## config.mk

```make
export PLATFORM = sky130hd
export DESIGN_NAME = mul_div_unit_flat
export DESIGN_NICKNAME = d
export VERILOG_FILES = /design/src/rtl/mul_div_unit_pkg.sv /design/src/rtl/mul_div_unit_if.sv /design/src/rtl/mul_div_div_step.sv /design/src/rtl/mul_div_unit.sv /design/src/flat_wrapper.sv
export SDC_FILE = /design/constraint.sdc
export NUM_CORES = 1
export LEC_CHECK = 0
export CAP_MARGIN = 25
export CORE_MARGIN = 5
export CORE_UTILIZATION = 55
export CTS_CLUSTER_DIAMETER = 40
export CTS_CLUSTER_SIZE = 40
export DETAILED_ROUTE_END_ITERATION = 8
export PLACE_DENSITY = 0.84
export SYNTH_ARGS = -nofsm -noshare
export SYNTH_HDL_FRONTEND = slang
export SYNTH_SLANG_ARGS = --single-unit
```

## constraint.sdc

```tcl
create_clock -name i_clk -period 3.6 [get_ports i_clk]
set_input_delay 0.54 -clock i_clk [delete_from_list [all_inputs] [get_ports i_clk]]
set_output_delay 0.54 -clock i_clk [all_outputs]
set_load 0.01 [all_outputs]
```

## src/rtl/mul_div_unit_pkg.sv

```systemverilog
// Shared encodings for the multiply/divide unit: operation codes, FSM states and op decode helpers.
package mul_div_pkg;

  typedef enum logic [1:0] {
    OP_MULT  = 2'b00,
    OP_MULTU = 2'b01,
    OP_DIV   = 2'b10,
    OP_DIVU  = 2'b11
  } op_e;

  typedef enum logic [1:0] {
    ST_IDLE = 2'b00,
    ST_CALC = 2'b01,
    ST_FIX  = 2'b10
  } state_e;

  function automatic logic op_is_div(input logic [1:0] op);
    return (op == OP_DIV) || (op == OP_DIVU);
  endfunction

  function automatic logic op_is_signed(input logic [1:0] op);
    return (op == OP_MULT) || (op == OP_DIV);
  endfunction

endpackage

```

## src/rtl/mul_div_unit_if.sv

```systemverilog
// Request/result bundle between the control unit (master) and the multiply/divide unit (slave).
interface mul_div_unit_if #(
  parameter int WIDTH = 32
);
  logic [WIDTH-1:0] a;
  logic [WIDTH-1:0] b;
  logic [1:0]       op;
  logic             start;
  logic             hi_we;
  logic             lo_we;
  logic             busy;
  logic             done;
  logic             div_zero;
  logic [WIDTH-1:0] hi;
  logic [WIDTH-1:0] lo;

  modport master (
    output a, b, op, start, hi_we, lo_we,
    input  busy, done, div_zero, hi, lo
  );

  modport slave (
    input  a, b, op, start, hi_we, lo_we,
    output busy, done, div_zero, hi, lo
  );
endinterface

```

## src/rtl/mul_div_div_step.sv

```systemverilog
// One combinational restoring-divide step: shift in the next dividend bit, trial-subtract the divisor.
module mul_div_div_step #(
  parameter int WIDTH = 32
) (
  input  logic [WIDTH-1:0] i_rem,
  input  logic             i_bit,
  input  logic [WIDTH-1:0] i_divisor,
  output logic             o_q_bit,
  output logic [WIDTH-1:0] o_rem
);
  logic [WIDTH:0]   w_shift;
  logic [WIDTH-1:0] w_trial;

  assign w_shift = {i_rem, i_bit};
  // Only taken when w_shift >= divisor, so the result always fits in WIDTH bits.
  assign w_trial = w_shift[WIDTH-1:0] - i_divisor;
  assign o_q_bit = (w_shift >= {1'b0, i_divisor});
  assign o_rem   = o_q_bit ? w_trial : w_shift[WIDTH-1:0];
endmodule

```

## src/rtl/mul_div_unit.sv

```systemverilog
// Iterative 1-bit/cycle MULT/MULTU/DIV/DIVU with HI/LO registers; Start-to-Done is WIDTH+1 cycles, Start ignored while Busy.
// Define MUL_DIV_UNIT_DIV_EN to build the divider; without it divide ops finish in one cycle and leave HI/LO untouched.
module mul_div_unit
  import mul_div_pkg::*;
#(
  parameter int WIDTH = 32
) (
  input logic           i_clk,
  input logic           i_rst_n,
  mul_div_unit_if.slave bus
);
  localparam int CW = $clog2(WIDTH + 1);

  state_e             r_state;
  logic [CW-1:0]      r_cnt;
  logic [1:0]         r_op;
  logic               r_sign_a;
  logic               r_sign_b;
  logic [WIDTH-1:0]   r_a_mag;
  logic [2*WIDTH-1:0] r_acc;
  logic               r_busy;
  logic               r_done;
  logic               r_div_zero;
  logic [WIDTH-1:0]   r_hi;
  logic [WIDTH-1:0]   r_lo;

  logic               w_sign_a;
  logic               w_sign_b;
  logic [WIDTH-1:0]   w_a_mag;
  logic [WIDTH-1:0]   w_b_mag;
  logic [WIDTH:0]     w_mul_sum;
  logic [2*WIDTH-1:0] w_mul_next;
  logic [2*WIDTH-1:0] w_step_next;
  logic               w_neg;
  logic [2*WIDTH-1:0] w_prod;

  assign w_sign_a = op_is_signed(bus.op) & bus.a[WIDTH-1];
  assign w_sign_b = op_is_signed(bus.op) & bus.b[WIDTH-1];
  assign w_a_mag  = w_sign_a ? -bus.a : bus.a;
  assign w_b_mag  = w_sign_b ? -bus.b : bus.b;

  // Shift-add: low half holds the unconsumed multiplier bits, high half the running sum.
  assign w_mul_sum  = {1'b0, r_acc[2*WIDTH-1:WIDTH]} + (r_acc[0] ? {1'b0, r_a_mag} : '0);
  assign w_mul_next = {w_mul_sum, r_acc[WIDTH-1:1]};

  assign w_neg  = op_is_signed(r_op) & (r_sign_a ^ r_sign_b);
  assign w_prod = w_neg ? -r_acc : r_acc;

`ifdef MUL_DIV_UNIT_DIV_EN
  logic [WIDTH-1:0]   r_b_mag;
  logic               w_q_bit;
  logic [WIDTH-1:0]   w_rem_next;
  logic [WIDTH-1:0]   w_quo;
  logic [WIDTH-1:0]   w_rem;
  logic [WIDTH-1:0]   w_a_raw;

  mul_div_div_step #(.WIDTH(WIDTH)) u_div_step (
    .i_rem     (r_acc[2*WIDTH-1:WIDTH]),
    .i_bit     (r_acc[WIDTH-1]),
    .i_divisor (r_b_mag),
    .o_q_bit   (w_q_bit),
    .o_rem     (w_rem_next)
  );

  assign w_step_next = op_is_div(r_op) ? {w_rem_next, r_acc[WIDTH-2:0], w_q_bit} : w_mul_next;
  assign w_quo       = w_neg ? -r_acc[WIDTH-1:0] : r_acc[WIDTH-1:0];
  assign w_rem       = r_sign_a ? -r_acc[2*WIDTH-1:WIDTH] : r_acc[2*WIDTH-1:WIDTH];
  assign w_a_raw     = r_sign_a ? -r_a_mag : r_a_mag;
`else
  assign w_step_next = w_mul_next;
`endif

  always_ff @(posedge i_clk or negedge i_rst_n) begin
    if (!i_rst_n) begin
      r_state    <= ST_IDLE;
      r_cnt      <= '0;
      r_op       <= OP_MULT;
      r_sign_a   <= 1'b0;
      r_sign_b   <= 1'b0;
      r_a_mag    <= '0;
`ifdef MUL_DIV_UNIT_DIV_EN
      r_b_mag    <= '0;
`endif
      r_acc      <= '0;
      r_busy     <= 1'b0;
      r_done     <= 1'b0;
      r_div_zero <= 1'b0;
      r_hi       <= '0;
      r_lo       <= '0;
    end else begin
      r_done <= 1'b0;
      case (r_state)
        ST_IDLE: begin
          if (bus.start) begin
            r_op     <= bus.op;
            r_sign_a <= w_sign_a;
            r_sign_b <= w_sign_b;
            r_a_mag  <= w_a_mag;
`ifdef MUL_DIV_UNIT_DIV_EN
            r_b_mag  <= w_b_mag;
`endif
            r_acc    <= {{WIDTH{1'b0}}, (op_is_div(bus.op) ? w_a_mag : w_b_mag)};
            r_cnt    <= CW'(WIDTH);
            r_busy   <= 1'b1;
`ifdef MUL_DIV_UNIT_DIV_EN
            r_state  <= ST_CALC;
`else
            r_state  <= op_is_div(bus.op) ? ST_FIX : ST_CALC;
`endif
          end else begin
            if (bus.hi_we) r_hi <= bus.a;
            if (bus.lo_we) r_lo <= bus.a;
          end
        end
        ST_CALC: begin
          r_acc <= w_step_next;
          r_cnt <= r_cnt - CW'(1);
          if (r_cnt == CW'(1)) r_state <= ST_FIX;
        end
        ST_FIX: begin
          r_state <= ST_IDLE;
          r_busy  <= 1'b0;
          r_done  <= 1'b1;
          if (!op_is_div(r_op)) begin
            r_hi       <= w_prod[2*WIDTH-1:WIDTH];
            r_lo       <= w_prod[WIDTH-1:0];
            r_div_zero <= 1'b0;
          end else begin
`ifdef MUL_DIV_UNIT_DIV_EN
            // A zero divisor still runs the full loop; its result is overridden here.
            if (r_b_mag == '0) begin
              r_hi       <= w_a_raw;
              r_lo       <= '1;
              r_div_zero <= 1'b1;
            end else begin
              r_hi       <= w_rem;
              r_lo       <= w_quo;
              r_div_zero <= 1'b0;
            end
`else
            r_div_zero <= 1'b0;
`endif
          end
        end
        default: r_state <= ST_IDLE;
      endcase
    end
  end

  assign bus.busy     = r_busy;
  assign bus.done     = r_done;
  assign bus.div_zero = r_div_zero;
  assign bus.hi       = r_hi;
  assign bus.lo       = r_lo;
endmodule

```

## src/flat_wrapper.sv

```systemverilog
// flat-port wrapper written by rule: the top's interface ports become plain ports
module mul_div_unit_flat import mul_div_pkg::*;
#(
  parameter int WIDTH = 32
)
  (i_clk, i_rst_n, bus_a, bus_b, bus_op, bus_start, bus_hi_we, bus_lo_we, bus_busy, bus_done, bus_div_zero, bus_hi, bus_lo);
  mul_div_unit_if #(.WIDTH(WIDTH)) bus_i ();
  input logic i_clk;
  input logic i_rst_n;
  input wire logic [$bits(bus_i.a)-1:0] bus_a;
  input wire logic [$bits(bus_i.b)-1:0] bus_b;
  input wire logic [$bits(bus_i.op)-1:0] bus_op;
  input wire logic [$bits(bus_i.start)-1:0] bus_start;
  input wire logic [$bits(bus_i.hi_we)-1:0] bus_hi_we;
  input wire logic [$bits(bus_i.lo_we)-1:0] bus_lo_we;
  output wire logic [$bits(bus_i.busy)-1:0] bus_busy;
  output wire logic [$bits(bus_i.done)-1:0] bus_done;
  output wire logic [$bits(bus_i.div_zero)-1:0] bus_div_zero;
  output wire logic [$bits(bus_i.hi)-1:0] bus_hi;
  output wire logic [$bits(bus_i.lo)-1:0] bus_lo;
  assign bus_i.a = bus_a;
  assign bus_i.b = bus_b;
  assign bus_i.op = bus_op;
  assign bus_i.start = bus_start;
  assign bus_i.hi_we = bus_hi_we;
  assign bus_i.lo_we = bus_lo_we;
  assign bus_busy = bus_i.busy;
  assign bus_done = bus_i.done;
  assign bus_div_zero = bus_i.div_zero;
  assign bus_hi = bus_i.hi;
  assign bus_lo = bus_i.lo;
  mul_div_unit #(.WIDTH(WIDTH)) u_core (.i_clk(i_clk), .i_rst_n(i_rst_n), .bus(bus_i));
endmodule
```

Yosys cells after proc, flatten, opt, wreduce, memory -nomap -nowiden
Cells that the tools add are included.
{ "totals": {"out_inout_bits": 67, "memories": 0, "latch_bits": 0, "mem_bits_ro": 0, "elab_cells": 72, "register_bits": 174, "in_bits": 71, "mem_bits_rw": 0} }
{ "op_classes": {"addsub": 5, "muxes": 24, "n_reduce_logical": 15, "eq_ne": 13, "n_shift": 0, "magnitude_cmp": 0, "n_bitwise": 4, "multipliers": 0, "div": 0} }
{ "ops": {"columns": ["cell", "n"], "rows": [
  ["two-way mux 32 bit", 10],
  ["two-way mux 64 bit", 2],
  ["case mux 32 bit (2 select lines)", 2],
  ["case mux 64 bit (2 select lines)", 1],
  ["negation 32 bit", 2],
  ["negation 64 bit", 1],
  ["adder 32 x 33 -> 33 bit", 1],
  ["case mux 6 bit (2 select lines)", 1],
  ["equality test 2 bit, second input constant", 5],
  ["inequality test 2 bit, second input constant", 5],
  ["AND reduction 2 bit", 4],
  ["AND reduction 4 bit", 2],
  ["equality test 6 x 1 -> 1 bit, second input constant", 1],
  ["logical NOT 2 bit", 3],
  ["two-way mux 2 bit", 3],
  ["two-way mux 6 bit", 1],
  ["subtractor 6 x 1 -> 6 bit, second input constant", 1],
  ["logical OR 1 bit", 4],
  ["case mux 2 bit (2 select lines)", 1],
  ["nonzero test 2 bit", 2],
  ["AND 1 bit", 3],
  ["equality test 2 x 1 -> 1 bit, second input constant", 1],
  ["two-way mux 1 bit", 2],
  ["inequality test 2 x 1 -> 1 bit, second input constant", 1],
  ["2 further kinds", 2]
]} }

Logic depth before layout (Yosys ltp)
Gate-level depths: netlist (run 1).
{ "depth": {"depth_word": 7, "mapped_depth": 13, "ltp_nobuf": 11} }

Least setup slack after synthesis (run 1)
No wires, ideal clock.
{ "synth_timing": {"path_type": "register to register", "startpoint": "register u_core.r_acc[0]", "endpoint": "register u_core.r_acc[55]", "setup_ns": 0.134, "path_stages_with_launch": 14, "synth_period_minus_slack_ns": 2.885, "arrival_ns": 2.751, "required_time_ns": 3.466, "setup_slack_ns": 0.715, "path_cell_list": "dfrtp_1 > clkbuf_1 > clkbuf_1 > and2_1 > ha_1 > inv_1 > fa_1 > nor2b_1 > o2111ai_1 > a21oi_1 > o21ai_0 > o31ai_1 > xnor2_1 > o21ai_0"} }
{ "synth_via": {"elab_chain_cells": 3} }
{ "synth_rtl": {"columns": ["item", "line", "rtl"], "rows": [
  ["start, declared", "mul_div_unit.sv:20", "logic [2*WIDTH-1:0] r_acc;"],
  ["start signal, assigned", "mul_div_unit.sv:102", "r_acc <= {{WIDTH{1'b0}}, (op_is_div(bus.op) ? w_a_mag : w_b_mag)};"],
  ["start signal, assigned", "mul_div_unit.sv:116", "r_acc <= w_step_next;"],
  ["two-way mux 32 bit", "mul_div_unit.sv:43", "assign w_mul_sum = {1'b0, r_acc[2*WIDTH-1:WIDTH]} + (r_acc[0] ? {1'b0, r_a_mag} : '0);"],
  ["adder 32 x 33 -> 33 bit", "mul_div_unit.sv:43", null],
  ["case mux 64 bit (2 select lines)", "mul_div_unit.sv:92", "case (r_state)"]
]} }
No other way between the ends.
A chain may end at the register's enable or synchronous reset.

Worst setup path in the final report (run 1)
{ "layout_timing": {"startpoint": "register u_core.r_acc[6]", "endpoint": "register u_core.r_hi[31] (netlist: u_core.bus.hi[31])"} }
{ "layout_via": {"elab_chain_cells": 4} }
{ "layout_rtl": {"columns": ["item", "line", "rtl"], "rows": [
  ["negation 64 bit", "mul_div_unit.sv:47", "assign w_prod = w_neg ? -r_acc : r_acc;"],
  ["two-way mux 64 bit", "mul_div_unit.sv:47", null],
  ["two-way mux 32 bit", "mul_div_unit.sv:124", "if (!op_is_div(r_op)) begin"],
  ["case mux 32 bit (2 select lines)", "mul_div_unit.sv:92", null],
  ["end signal, assigned", "mul_div_unit.sv:111", "if (bus.hi_we) r_hi <= bus.a;"],
  ["end signal, assigned", "mul_div_unit.sv:125", "r_hi <= w_prod[2*WIDTH-1:WIDTH];"],
  ["end, declared", "mul_div_unit.sv:24", "logic [WIDTH-1:0] r_hi;"]
]} }
No other way between the ends. The select of a mux whose other input is x is not followed.

==> results of run 1 <==
-- routing by layer --
metal | routed length, um | global-route usage [%] | vias to the layer above
met4 | 2340 | 16.8 | 0
li1 | - | - | 5460
met1 | 17500 | 50.3 | 5905
met2 | 19400 | 53.6 | 861
met3 | 5230 | 7.20 | 140
met5 | 0 | 0 | -
-- critical path, delay by kind of cell, from the launching register on --
family	cells	cell delay, ns
DFF	1	0.49
AOI/OAI and AO/OA	2	0.39
xor gates and xnor gates	1	0.34
and+or+nand+nor	4	1.71
-- sequential cells by signal, summed over array words and instances (netlist names) --
| register | cells |
|---|---|
| u_core.bus.done | 1 |
| u_core.r_cnt | 6 |
| u_core.r_a_mag | 32 |
| u_core.r_sign_a | 1 |
| u_core.bus.busy | 1 |
| u_core.r_acc | 64 |
| u_core.r_op | 2 |
| u_core.bus.hi | 32 |
| u_core.bus.lo | 32 |
| u_core.r_state | 2 |
| u_core.r_sign_b | 1 |
-- synthesized netlist by cell type, types with 15 or more instances --
| master | n | area share, % |
|---|---|---|
| nor4_1 | 24 | 1.3 |
| nand3_1 | 15 | 0.63 |
| a31oi_1 | 17 | 0.89 |
| o31ai_1 | 27 | 1.7 |
| o22ai_1 | 23 | 1.2 |
| nor3_1 | 35 | 1.5 |
| nor2_1 | 135 | 4.2 |
| and2_1 | 37 | 1.9 |
| a21oi_1 | 127 | 5.3 |
| dfrtp_1 | 174 | 36 |
| xnor2_1 | 75 | 5.5 |
| o21ai_0 | 141 | 5.9 |
| nand2_1 | 176 | 5.5 |
| a22oi_1 | 24 | 1.5 |
| nand2b_1 | 18 | 0.94 |
| clkbuf_1 | 79 | 2.5 |
| ha_1 | 37 | 3.9 |
| xor2_1 | 68 | 5.0 |
| inv_1 | 24 | 0.75 |
| o221ai_1 | 21 | 1.5 |
-- path summary, 6_finish.rpt --
| check | to | slack, ns | from |
|---|---|---|---|
| min in group i_clk | u_core.r_a_mag[13]$_DFFE_PN0P_ | 0.48 | u_core.r_a_mag[13]$_DFFE_PN0P_ |
| min reg2reg | u_core.r_a_mag[13]$_DFFE_PN0P_ | 0.48 | u_core.r_a_mag[13]$_DFFE_PN0P_ |
| max reg2reg | u_core.bus.hi[31]$_DFFE_PN0P_ | 0.54 | u_core.r_acc[6]$_DFFE_PN0P_ |
| max | u_core.bus.hi[31]$_DFFE_PN0P_ | 0.54 | u_core.r_acc[6]$_DFFE_PN0P_ |
| max in group asynchronous | u_core.r_acc[33]$_DFFE_PN0P_ | 2.64 | i_rst_n |
| min | u_core.r_acc[13]$_DFFE_PN0P_ | 0.05 | i_rst_n |
-- report_power, final --
group / internal [mW] / leakage [nW] / switching [mW]
clock: 1.11 / 0.293 / 0.838
combinational: 2.84 / 3.46 / 3.97
sequential: 2.87 / 2.17 / 1.22
total: 6.82 / 5.93 / 6.03
-- area by class of cell --
class / instances / area share [%]
sequential: 174 / 30.4
inverter: 24 / 0.630
timing repair buffer: 181 / 12.1
multi-input combinational: 1167 / 50.2
tap: 280 / 2.45
clock inverter: 13 / 1.15
clock buffer: 18 / 3.07
-- logic make-up after synthesis --
group	count (synthesis)	synth area share, %
AOI/OAI and AO/OA	458	23.5
xor gates and xnor gates	143	10.5
adders and majority gates	38	4.04
buffers and inverters	114	3.63
DFF	174	36.4
muxes	7	0.596
other	1	0.0313
and+or+nand+nor	520	21.4
==> run metrics, run 1 <==
FP Rows 54; finished layout cell area 14300 sq um; input/output buffers 136; detail-routed net length per standard cell 23.9 um; pin count of the biggest net entering global routing 93; hold-fix buffers at CTS 0; Post-CTS Resized 0; result of the run finished clean; routability congestion estimate from global placement 1.00; average cell area after synthesis 8.23 sq um; Cell Count Post-Placement 1826; sequence of cells on the critical path nor4_1, nand4b_2, nor4_4, nand2_2, o31ai_1, xor2_1, a21oi_1; aggregate negative setup slack 0 ns; total core area 21600 sq um; clock latency of the later-clocked register in the worst-skew pair 0.44 ns; length in cells of the worst reg-to-reg path 7; Post-CTS Setup Bufs 0; primary flip-flop cell chosen by synthesis mapping dfrtp_1; # Max-Cap Violations 0; Detail Placement HPWL 34.1 mm; die outline area 24800 sq um; Final Hold Viols 0; classification of the worst-slack hold path input pin to asynchronous set/reset pin; Setup CP Type register to register; flip-flop and latch area 4350 sq um; highest clock rate 327 MHz; Worst Max-Slew Pin Slew 0.966 ns; growth of design area from synthesis to finish 19.6%; nets in the synthesized netlist 1564; detailed-route via count 12366; critical path capture point type register; final core occ 66.2%; starting DRC count in detailed routing 1525; CTS Buffer Depth 2; arrival time reported for the critical path endpoint 3.36 ns; ratio of total power to cell area 899 nW/um^2; total congestion overflow 0; CP peak stage delay 0.62 ns; via count of the first global-routing pass 11363; min Tclk post-route 3.06 ns; Chip Height 158 um; Post-route DRC 0; Data required, critical path 3.90 ns; layout cell share with drive strength beyond 1 6.91%; # IOs 138; sequential fraction of the synthesis area 36.4%; Netlist cell types 76; final worst clock skew 0.0135 ns; final max-slew violation count 0; clock tree from TritonCTS built; CTS buffer count 17; most frequent standard cell in the layout excluding fill and tap cells nand2_1; slew margin rel. 35.4%; critical-path cell with the highest stage delay nor4_4; # diodes 0; final cell count without fillers 1857; wire length reported by the detailed router 44.4 mm; total of flip-flops plus latches after synthesis 174; initial antenna violation count 2; final clock period utilization by the worst path 85.0%; fraction of registers with async set/reset 100%; pre-CTS setup slack 0.407 ns; Synth Cell Area 12000 sq um; buffer type at the clock tree root clkbuf_16; CTS clock-pin slew for the worst setup and hold paths 0.07 ns; RSZ-0062 raised after global routing false; total number of yosys warnings 0; DRT Pass-1 Iters 6; number of clock sinks seen by CTS 174; critical-path maximum fanout 8; cell count after synthesis 1455; fill count 1801; H-tree lvl count 4; nets 1674; maximum vdd ir drop 616 uV; startpoint kind of the worst setup timing path register; area of combinational cells with multiple inputs 7190 sq um; total setup violations reported at the end of the flow 0; Placed Area 13700 sq um; via/cell ratio 6.66; post-route worst setup slack 0.540 ns; standby leakage power 5.93 nW; number of enable-type register cells in the synthesized netlist 0; combined global-route utilization of all metal layers 35.9%; worst hold margin 0.0513 ns; Routed Antenna Nets 0; Power, Total 12.9 mW; commonest cells after routing, fill and taps aside nand2_1, dfrtp_1, o21ai_0, nor2_1, clkdlybuf4s50_1; die width 158 um; starting density of the core 55.4%; global-route wire length before repair 67.7 mm
(Power assumes the default switching activity.)
==> inputs of run 2 (changes only) <==
- clock period: 3.6 -> 3 ns (I/O delays scaled with it)
==> run metrics, run 2 (synthesized netlist as in run 1, its figures left out) <==
nets 1738; Chip Height 158 um; final clock period utilization by the worst path 96.1%; Routed Antenna Nets 0; via/cell ratio 6.56; detailed-routed wire length on met3 5.67 mm; commonest cells after routing, fill and taps aside nand2_1, dfrtp_1, o21ai_0, nor2_1, clkdlybuf4s50_1; top routing layer used met5; classification of the worst-slack hold path input pin to asynchronous set/reset pin; total congestion overflow 0; initial antenna violation count 2; total core area 21600 sq um; pre-CTS setup slack -0.0233 ns; Cell Count Post-Placement 1890; FP Rows 54; global-route wire length before repair 69.8 mm; standby leakage power 6.25 nW; clock tree from TritonCTS built; min Tclk post-route 2.88 ns; starting density of the core 55.4%; fill count 1730; die outline area 24800 sq um; maximum vdd ir drop 811 uV; CTS Buffer Depth 2; Post-CTS Resized 0; ratio of total power to cell area 1060 nW/um^2; worst hold margin 0.0485 ns; Final Hold Viols 0; Post-CTS Setup Bufs 0; combined global-route utilization of all metal layers 36.8%; pin count of the biggest net entering global routing 71; routability congestion estimate from global placement 1.11; highest clock rate 347 MHz; critical path capture point type register; Data required, critical path 3.31 ns; input/output buffers 136; hold-fix buffers at CTS 0; # Max-Cap Violations 0; layout cell share with drive strength beyond 1 10.8%; # IOs 138; Register-to-Register Setup Slack 0.12 ns; critical-path maximum fanout 17; CTS clock-pin slew for the worst setup and hold paths 0.07 ns; final cell count without fillers 1922; slew margin rel. 43.1%; Post-route DRC 0; RSZ-0062 raised after global routing false; final max-slew violation count 0; CTS buffer count 17; Detail Placement HPWL 35.0 mm; H-tree lvl count 4; most frequent standard cell in the layout excluding fill and tap cells nand2_1; clock latency of the later-clocked register in the worst-skew pair 0.44 ns; arrival time reported for the critical path endpoint 3.19 ns; Worst Max-Slew Pin Slew 0.849 ns; via count of the first global-routing pass 12051; # diodes 0; detailed-route via count 12613; number of clock sinks seen by CTS 174; growth of design area from synthesis to finish 24.0%; Power, Total 15.8 mW; final worst clock skew 0.00972 ns; detail-routed net length per standard cell 23.6 um; post-route worst setup slack 0.117 ns; Routed met2 length 19.9 mm; starting DRC count in detailed routing 1497; result of the run finished clean; aggregate negative setup slack 0 ns; register with the most flip-flops u_core.r_acc; wire length reported by the detailed router 45.3 mm; final core occ 68.6%; max reg flops 64; buffer type at the clock tree root clkbuf_16; die width 158 um; DRT Pass-1 Iters 6; Post-Route M1 WL 17.4 mm; startpoint kind of the worst setup timing path register; total setup violations reported at the end of the flow 0; Setup CP Type register to register; finished layout cell area 14800 sq um; Placed Area 14200 sq um
## run 2: path summary, 6_finish.rpt
path / startpoint / end / cells past startpoint
min reg2reg: u_core.r_a_mag[24]$_DFFE_PN0P_ / u_core.r_a_mag[24]$_DFFE_PN0P_ / 2
max: u_core.r_acc[0]$_DFFE_PN0P_ / u_core.bus.hi[14]$_DFFE_PN0P_ / 9
max reg2reg: u_core.r_acc[0]$_DFFE_PN0P_ / u_core.bus.hi[14]$_DFFE_PN0P_ / 9
min: i_rst_n / u_core.r_acc[25]$_DFFE_PN0P_ / 1
min in group i_clk: u_core.r_a_mag[24]$_DFFE_PN0P_ / u_core.r_a_mag[24]$_DFFE_PN0P_ / 2
max in group asynchronous: i_rst_n / u_core.r_cnt[2]$_DFFE_PN0P_ / 2
## run 2: cell type report
type                    instances  area, sq um  share of cell area, %
inverters                      24         90.1                  0.607
multi-input cells            1167         7210                   48.6
clock inverters                15          164                   1.10
repair buffers                245         2240                   15.1
clock buffers                  17          425                   2.87
well taps                     280          350                   2.36
flip-flops and latches        174         4350                   29.3
## run 2: worst max-delay path: stages, from the launching register on
cell,delay [ns]
dfrtp_1,0.40
buf_4,0.19
inv_1,0.16
ha_1,0.35
nand4_2,0.27
nor3_4,0.40
nand2_2,0.17
o41ai_2,0.33
xor2_1,0.35
a21oi_1,0.13
## run 2: report_power, final
part	switching (mW)	total, mW	leakage, nW	internal (mW)
logic	5.09	8.77	3.79	3.69
clock network	1.11	2.30	0.283	1.19
registers	1.27	4.72	2.17	3.45
## run 2: layer usage
layer  GRT usage [%]  vias to the layer above
li1                -                     5569
met1            48.7                     6008
met2            56.7                      856
met3            9.18                      178
met4            17.4                        2
met5               0                        -
